`config.mk`:
```
export PLATFORM = sky130hd
export DESIGN_NAME = m_bart_uart_tx_flat
export DESIGN_NICKNAME = d
export VERILOG_FILES = /design/src/rtl/m_bart_uart_tx_if.sv /design/src/rtl/m_bart_uart_tx.sv /design/src/flat_wrapper.sv
export SDC_FILE = /design/constraint.sdc
export NUM_CORES = 1
export LEC_CHECK = 0
export ABC_CLOCK_PERIOD_IN_PS = 3850
export BUFFER_PORTS_ARGS = -buffer_cell sky130_fd_sc_hd__buf_2
export CORE_ASPECT_RATIO = 1.1
export CORE_MARGIN = 3
export CORE_UTILIZATION = 45
export CTS_CLUSTER_SIZE = 12
export DETAILED_ROUTE_END_ITERATION = 10
export SLEW_MARGIN = 20
export SYNTH_ARGS = -nofsm -noshare
export SYNTH_HDL_FRONTEND = slang
export SYNTH_SLANG_ARGS = --single-unit
```
`constraint.sdc`:
```
create_clock -name MasterClock -period 3.85 [get_ports MasterClock]
set_input_delay 0.1925 -clock MasterClock [delete_from_list [all_inputs] [get_ports MasterClock]]
set_output_delay 0.1925 -clock MasterClock [all_outputs]
set_load 0.02 [all_outputs]
```
`src/rtl/m_bart_uart_tx_if.sv`:
```
// rtl/m_bart_uart_tx_if.sv - host-side register/serial bundle for the BART transmitter
interface m_bart_uart_tx_if #(
  parameter int DIV_WIDTH = 12
);
  logic [DIV_WIDTH-1:0] DIVISOR;
  logic                 PAREN;
  logic                 PARODD;
  logic                 WR;
  logic [7:0]           DIN;
  logic                 CLROVR;
  logic                 TXD;
  logic                 THRE;
  logic                 TXBUSY;
  logic                 OVR;

  // Host register logic drives configuration and writes, observes status
  modport master (
    output DIVISOR, PAREN, PARODD, WR, DIN, CLROVR,
    input  TXD, THRE, TXBUSY, OVR
  );

  // Transmitter consumes configuration and writes, drives line and status
  modport slave (
    input  DIVISOR, PAREN, PARODD, WR, DIN, CLROVR,
    output TXD, THRE, TXBUSY, OVR
  );
endinterface

```
`src/rtl/m_bart_uart_tx.sv`:
```
// rtl/m_bart_uart_tx.sv - BART serial transmitter with holding register and optional parity
module m_bart_uart_tx #(
  parameter int DIV_WIDTH = 12
) (
  input  logic             MasterClock,
  input  logic             RESETL,
  m_bart_uart_tx_if.slave  bus
);

  typedef enum logic [2:0] {
    IDLE   = 3'd0,
    START  = 3'd1,
    DATA   = 3'd2,
    PARITY = 3'd3,
    STOP   = 3'd4
  } state_t;

  state_t               state_q, state_d;
  logic [DIV_WIDTH-1:0] cnt_q, cnt_d;
  logic [DIV_WIDTH-1:0] div_q, div_d;
  logic [2:0]           bit_q, bit_d;
  logic [7:0]           shift_q, shift_d;
  logic [7:0]           hold_q, hold_d;
  logic                 thre_q, thre_d;
  logic                 ovr_q, ovr_d;
  logic                 txd_q, txd_d;
  logic                 busy_q, busy_d;
  logic                 paren_q, paren_d;
  logic                 par_q, par_d;
  logic                 load;
  logic                 bit_end;

  // A bit period ends on the edge where the counter reaches the divisor latched for this frame
  assign bit_end = (cnt_q == div_q);

  // State and datapath registers; reset forces the line idle and discards everything
  always_ff @(posedge MasterClock or negedge RESETL) begin
    if (!RESETL) begin
      state_q <= IDLE;
      cnt_q   <= '0;
      div_q   <= '0;
      bit_q   <= '0;
      shift_q <= '0;
      hold_q  <= '0;
      thre_q  <= 1'b1;
      ovr_q   <= 1'b0;
      txd_q   <= 1'b1;
      busy_q  <= 1'b0;
      paren_q <= 1'b0;
      par_q   <= 1'b0;
    end else begin
      state_q <= state_d;
      cnt_q   <= cnt_d;
      div_q   <= div_d;
      bit_q   <= bit_d;
      shift_q <= shift_d;
      hold_q  <= hold_d;
      thre_q  <= thre_d;
      ovr_q   <= ovr_d;
      txd_q   <= txd_d;
      busy_q  <= busy_d;
      paren_q <= paren_d;
      par_q   <= par_d;
    end
  end

  // Next-state: host writes, frame sequencing, and holding-to-shifter transfer
  always_comb begin
    state_d = state_q;
    cnt_d   = cnt_q;
    div_d   = div_q;
    bit_d   = bit_q;
    shift_d = shift_q;
    hold_d  = hold_q;
    thre_d  = thre_q;
    ovr_d   = ovr_q;
    txd_d   = txd_q;
    paren_d = paren_q;
    par_d   = par_q;
    load    = 1'b0;

    // Clear first so a rejected write in the same cycle leaves OVR set
    if (bus.CLROVR) begin
      ovr_d = 1'b0;
    end
    // THRE is still 0 on a transfer edge, so a colliding write is rejected
    if (bus.WR) begin
      if (thre_q) begin
        hold_d = bus.DIN;
        thre_d = 1'b0;
      end else begin
        ovr_d = 1'b1;
      end
    end

    case (state_q)
      IDLE: begin
        txd_d = 1'b1;
        cnt_d = '0;
        if (!thre_q) begin
          load = 1'b1;
        end
      end
      START: begin
        if (bit_end) begin
          state_d = DATA;
          cnt_d   = '0;
          bit_d   = 3'd0;
          txd_d   = shift_q[0];
        end else begin
          cnt_d = cnt_q + 1'b1;
        end
      end
      DATA: begin
        if (bit_end) begin
          cnt_d = '0;
          if (bit_q == 3'd7) begin
            if (paren_q) begin
              state_d = PARITY;
              txd_d   = par_q;
            end else begin
              state_d = STOP;
              txd_d   = 1'b1;
            end
          end else begin
            bit_d   = bit_q + 3'd1;
            shift_d = {1'b0, shift_q[7:1]};
            txd_d   = shift_q[1];
          end
        end else begin
          cnt_d = cnt_q + 1'b1;
        end
      end
      PARITY: begin
        if (bit_end) begin
          state_d = STOP;
          cnt_d   = '0;
          txd_d   = 1'b1;
        end else begin
          cnt_d = cnt_q + 1'b1;
        end
      end
      STOP: begin
        if (bit_end) begin
          cnt_d = '0;
          if (!thre_q) begin
            load = 1'b1;
          end else begin
            state_d = IDLE;
            txd_d   = 1'b1;
          end
        end else begin
          cnt_d = cnt_q + 1'b1;
        end
      end
      default: begin
        state_d = IDLE;
        txd_d   = 1'b1;
        cnt_d   = '0;
      end
    endcase

    // Frame start: move the byte out of holding and freeze the line configuration
    if (load) begin
      state_d = START;
      cnt_d   = '0;
      shift_d = hold_q;
      thre_d  = 1'b1;
      div_d   = bus.DIVISOR;
      paren_d = bus.PAREN;
      par_d   = (^hold_q) ^ bus.PARODD;
      txd_d   = 1'b0;
    end

    busy_d = (state_d != IDLE);
  end

  assign bus.TXD    = txd_q;
  assign bus.THRE   = thre_q;
  assign bus.TXBUSY = busy_q;
  assign bus.OVR    = ovr_q;

endmodule
```
`src/flat_wrapper.sv`:
```
// flat-port wrapper written by rule: the top's interface ports become plain ports
module m_bart_uart_tx_flat 
#(
  parameter int DIV_WIDTH = 12
)
  (MasterClock, RESETL, bus_DIVISOR, bus_PAREN, bus_PARODD, bus_WR, bus_DIN, bus_CLROVR, bus_TXD, bus_THRE, bus_TXBUSY, bus_OVR);
  m_bart_uart_tx_if #(.DIV_WIDTH(DIV_WIDTH)) bus_i ();
  input  logic MasterClock;
  input  logic RESETL;
  input wire logic [$bits(bus_i.DIVISOR)-1:0] bus_DIVISOR;
  input wire logic [$bits(bus_i.PAREN)-1:0] bus_PAREN;
  input wire logic [$bits(bus_i.PARODD)-1:0] bus_PARODD;
  input wire logic [$bits(bus_i.WR)-1:0] bus_WR;
  input wire logic [$bits(bus_i.DIN)-1:0] bus_DIN;
  input wire logic [$bits(bus_i.CLROVR)-1:0] bus_CLROVR;
  output wire logic [$bits(bus_i.TXD)-1:0] bus_TXD;
  output wire logic [$bits(bus_i.THRE)-1:0] bus_THRE;
  output wire logic [$bits(bus_i.TXBUSY)-1:0] bus_TXBUSY;
  output wire logic [$bits(bus_i.OVR)-1:0] bus_OVR;
  assign bus_i.DIVISOR = bus_DIVISOR;
  assign bus_i.PAREN = bus_PAREN;
  assign bus_i.PARODD = bus_PARODD;
  assign bus_i.WR = bus_WR;
  assign bus_i.DIN = bus_DIN;
  assign bus_i.CLROVR = bus_CLROVR;
  assign bus_TXD = bus_i.TXD;
  assign bus_THRE = bus_i.THRE;
  assign bus_TXBUSY = bus_i.TXBUSY;
  assign bus_OVR = bus_i.OVR;
  m_bart_uart_tx #(.DIV_WIDTH(DIV_WIDTH)) u_core (.MasterClock(MasterClock), .RESETL(RESETL), .bus(bus_i));
endmodule
```
==> summary by stage <==
Placement
The HPWL after detailed placement is 3340 um. Before CTS, the worst setup slack after placement is 1.32 ns. The number of input and output port buffers inserted is 29.

At the end of routability-driven placement, the weighted congestion stood at 0.750.

Synth
The synthesized design devotes to its leading area cell type 49.8% of total area. Ranked by total cell area, the synthesized netlist is headed by sky130_fd_sc_hd__dfrtp_1 50%, sky130_fd_sc_hd__mux2_2 11%, sky130_fd_sc_hd__xnor2_1 8.0%. The register bit total from synthesis is 52. A synthesized cell averages 11.6 um^2.

The count of yosys warnings during synthesis is 0. Of all cell types, the one taking the most synthesized area is sky130_fd_sc_hd__dfrtp_1. The cell count after synthesis is 216. Of the synthesized area, sequential elements account for 51.9%.

The net count of the mapped netlist is 245. The mapped cell area is 0.00251 mm^2. The distinct cell type count after synthesis is 40.

STA
Once routing completed, OpenROAD measured the worst setup slack at 1.37 ns. The number of setup violations in the final report is 0. The worst max-slew margin expressed relative to the limit is 33.6%. The final-report max-slew violation count came to 0. The post-layout minimum cycle time is 2.48 ns. Setup repair after global routing left no endpoint under its margin. The post-route clock skew is 0.00791 ns. Of the available clock period, the critical path in the final layout requires 64.5%. The worst slack on hold paths is -0.00451 ns. The highest attainable clock frequency is 0.403 GHz. The transition time at the pin with the least slew margin is 0.989 ns.

The summed negative setup slack over all endpoints is 0 ns. The number of hold violations in the final report is 4.

Route
In this run, the number of DRC markers left after iteration 0 of detailed routing was 100. The via density per instance is 5.18. For this run, design rule violations remaining after detail routing come to 0. The post-detailed-routing wire length is 4580 um. The number of iterations in the first detailed-routing pass is 4. Summing over every cut layer, the via total after detailed routing is 1,658. The count of nets left with antenna violations once routing finished came out at 0. The routed wire length per instance is 14.3 um.

Critical path
The cell depth of the worst flop-to-flop path is 5. The endpoint arrival time on the critical path is 2.67 ns. The path type of the worst setup path is reg -> reg. The category of the worst setup path capture point is a register. The worst register-to-register path begins at u_core.cnt_q[2]. The maximum net fanout on the critical path is 15. The register-to-register path setup slack is 1.37 ns. The nature of the critical path startpoint is a register.

The worst path required time is 4.04 ns. The capturing point of the worst reg2reg path is u_core.div_q[2].

Clock network
Clock-pin slew was measured on the worst setup and hold paths at 0.09 ns. The number of sinks driven by the clock tree is 52. The H-tree generated during clock tree synthesis spans 2 levels.

Post-CTS timing repair inserted 0 buffers for setup. In this run, post-CTS hold repair placed 0 buffers. The cell at the root of the clock tree is sky130_fd_sc_hd__clkbuf_8.

TritonCTS created 5 clock buffers. The later pin in the worst-skew pair is clocked with a latency of 0.30 ns. The clock tree from TritonCTS is done. Post-CTS repair changed the size of 0 cells. The buffer depth of the longest clock path is 2.

Global routing
The aggregate global-route resource usage is 15.3%. The number of global-route vias before repair came to 1,689. The first global-routing pass estimated 7880 um of wire. The initial antenna violation count is 0. Entering global routing, the biggest net connects 53 pins.

The total overflow left after global routing is 0.

Power and ir drop
The power density normalized to cell area is 694 mW/mm^2. The largest voltage drop on the vdd net is 0.000360 V. The static power due to leakage is 1.23 nW. After layout, the design draws a total of 0.00196 W.

Floorplan
For this configuration, the core starts out at a cell density of 48.3%. The core area is 0.00520 mm^2. 30 I/O pins were placed. In this run the horizontal extent of the chip is 77.2 um.

Measured along the y axis, the die boundary spans 84.4 um. Row generation in the floorplan step produced 27 rows. The die covers 0.00652 mm^2.

Status
The final reports fail on negative hold slack. The flow ran to the end, but the final reports show violations.

Hold path
The kind of path behind the tightest hold check is in -> async.

Cells and area
The antenna cell count is 0. The top cell types in the final layout, fill and taps aside, are 50 x sky130_fd_sc_hd__dfrtp_1, 29 x sky130_fd_sc_hd__buf_2, 26 x sky130_fd_sc_hd__nor2_1, 24 x sky130_fd_sc_hd__mux2_2, 23 x sky130_fd_sc_hd__xnor2_1. Leaving out fill and tap cells, the most frequent cell in the layout is sky130_fd_sc_hd__dfrtp_1.

Measured on the finished design, the core utilization comes to 54.4%. For this run, the post-layout net count is 276. The post-synthesis to final-layout area growth is 12.5%. The share of layout cells above drive strength 1 is 31.0%.

Run
The number of max-cap violations is 0.
[kinds of logic (layout without fill, tap and decap cells)]
group / count (synthesis) / in the layout / synth area share, %
fa+ha+maj: 3 / 3 / 1.49
buf+inv: 13 / 45 / 2.19
mux: 26 / 26 / 11.8
simple gates: 66 / 66 / 13.1
flops: 52 / 52 / 51.9
compound gates: 25 / 25 / 8.47
xor+xnor: 31 / 31 / 11.1
[per-layer routing]
layer  GRT usage, %  share of wire, %
met5              0                 0
met4           5.83               1.6
met3           2.90               2.3
met2           26.7                52
met1           18.8                44
[critical path, stage by stage (launching register included)]
cell and delay (ns):
sky130_fd_sc_hd__dfrtp_1 0.47, sky130_fd_sc_hd__xnor2_1 0.19, sky130_fd_sc_hd__nand4_2 0.20, sky130_fd_sc_hd__o31a_2 0.48, sky130_fd_sc_hd__nor2_2 0.63, sky130_fd_sc_hd__mux2_2 0.40
[cell usage after synthesis, drive strengths merged]
cell type and count:
a2bb2oi 1, xor2 7, and3 1, nor4bb 1
o211ai 1, nor3 3, a22o 3, o21ai 1
nor4 2, nand4 6, or3 2, mux2i 1
o22ai 2, inv 6, o41ai 2, a221o 7
and2 1, nand2b 3, ha 3, nor2 27
a21oi 3, clkbuf 4, mux2 25, nand2 15
a31oi 1, nand3 3, dfrtp 50, dfstp 2
xnor2 24, and4 1, nor2b 1, o31a 3
o21bai 1, buf 3
[power breakdown]
group          internal, W  total (W)  switching, W
clock network     0.000146   0.000325      0.000179
registers         0.000757   0.000950      0.000193
logic             0.000393   0.000687      0.000295
total              0.00130    0.00196      0.000667
[area by class of cell]
cell class | count | area, um^2
Sequential cell | 52 | 1300
Timing Repair Buffer | 31 | 160
Multi-Input combinational cell | 151 | 1150
Inverter | 6 | 22.5
Tap cell | 72 | 90.1
Clock buffer | 6 | 82.6
Fill cell | 498 | 2370
Clock inverter | 2 | 15.0
[state kept, by name (all words and copies together) (netlist names)]
register,count
u_core.bit_q,3
u_core.bus.OVR,1
u_core.bus.THRE,1
u_core.bus.TXBUSY,1
u_core.bus.TXD,1
u_core.cnt_q,12
u_core.div_q,12
u_core.hold_q,8
u_core.par_q,1
u_core.paren_q,1
u_core.shift_q,8
u_core.state_q,3
[metrics by stage]
step / instance area, um^2 / std cells
after global placement: 2730 / 312
final: 2830 / 320
after global routing: 2830 / 320
after CTS: 2830 / 320
after floorplan: 2510 / 216
after detailed placement: 2730 / 312
[worst max path at each step]
stage,slack (ns),startpoint,end
3_3_place_gp,1.35,u_core.cnt_q[2],u_core.div_q[5]
2_1_floorplan,1.84,u_core.cnt_q[2],u_core.bit_q[0]
3_5_place_dp,1.32,u_core.cnt_q[2],u_core.par_q
6_report,1.37,u_core.cnt_q[2],u_core.div_q[2]
4_1_cts,1.31,u_core.cnt_q[2],u_core.div_q[2]
5_1_grt,1.15,u_core.cnt_q[2],u_core.div_q[9]
Note: power is estimated with default switching activity, not from simulation.
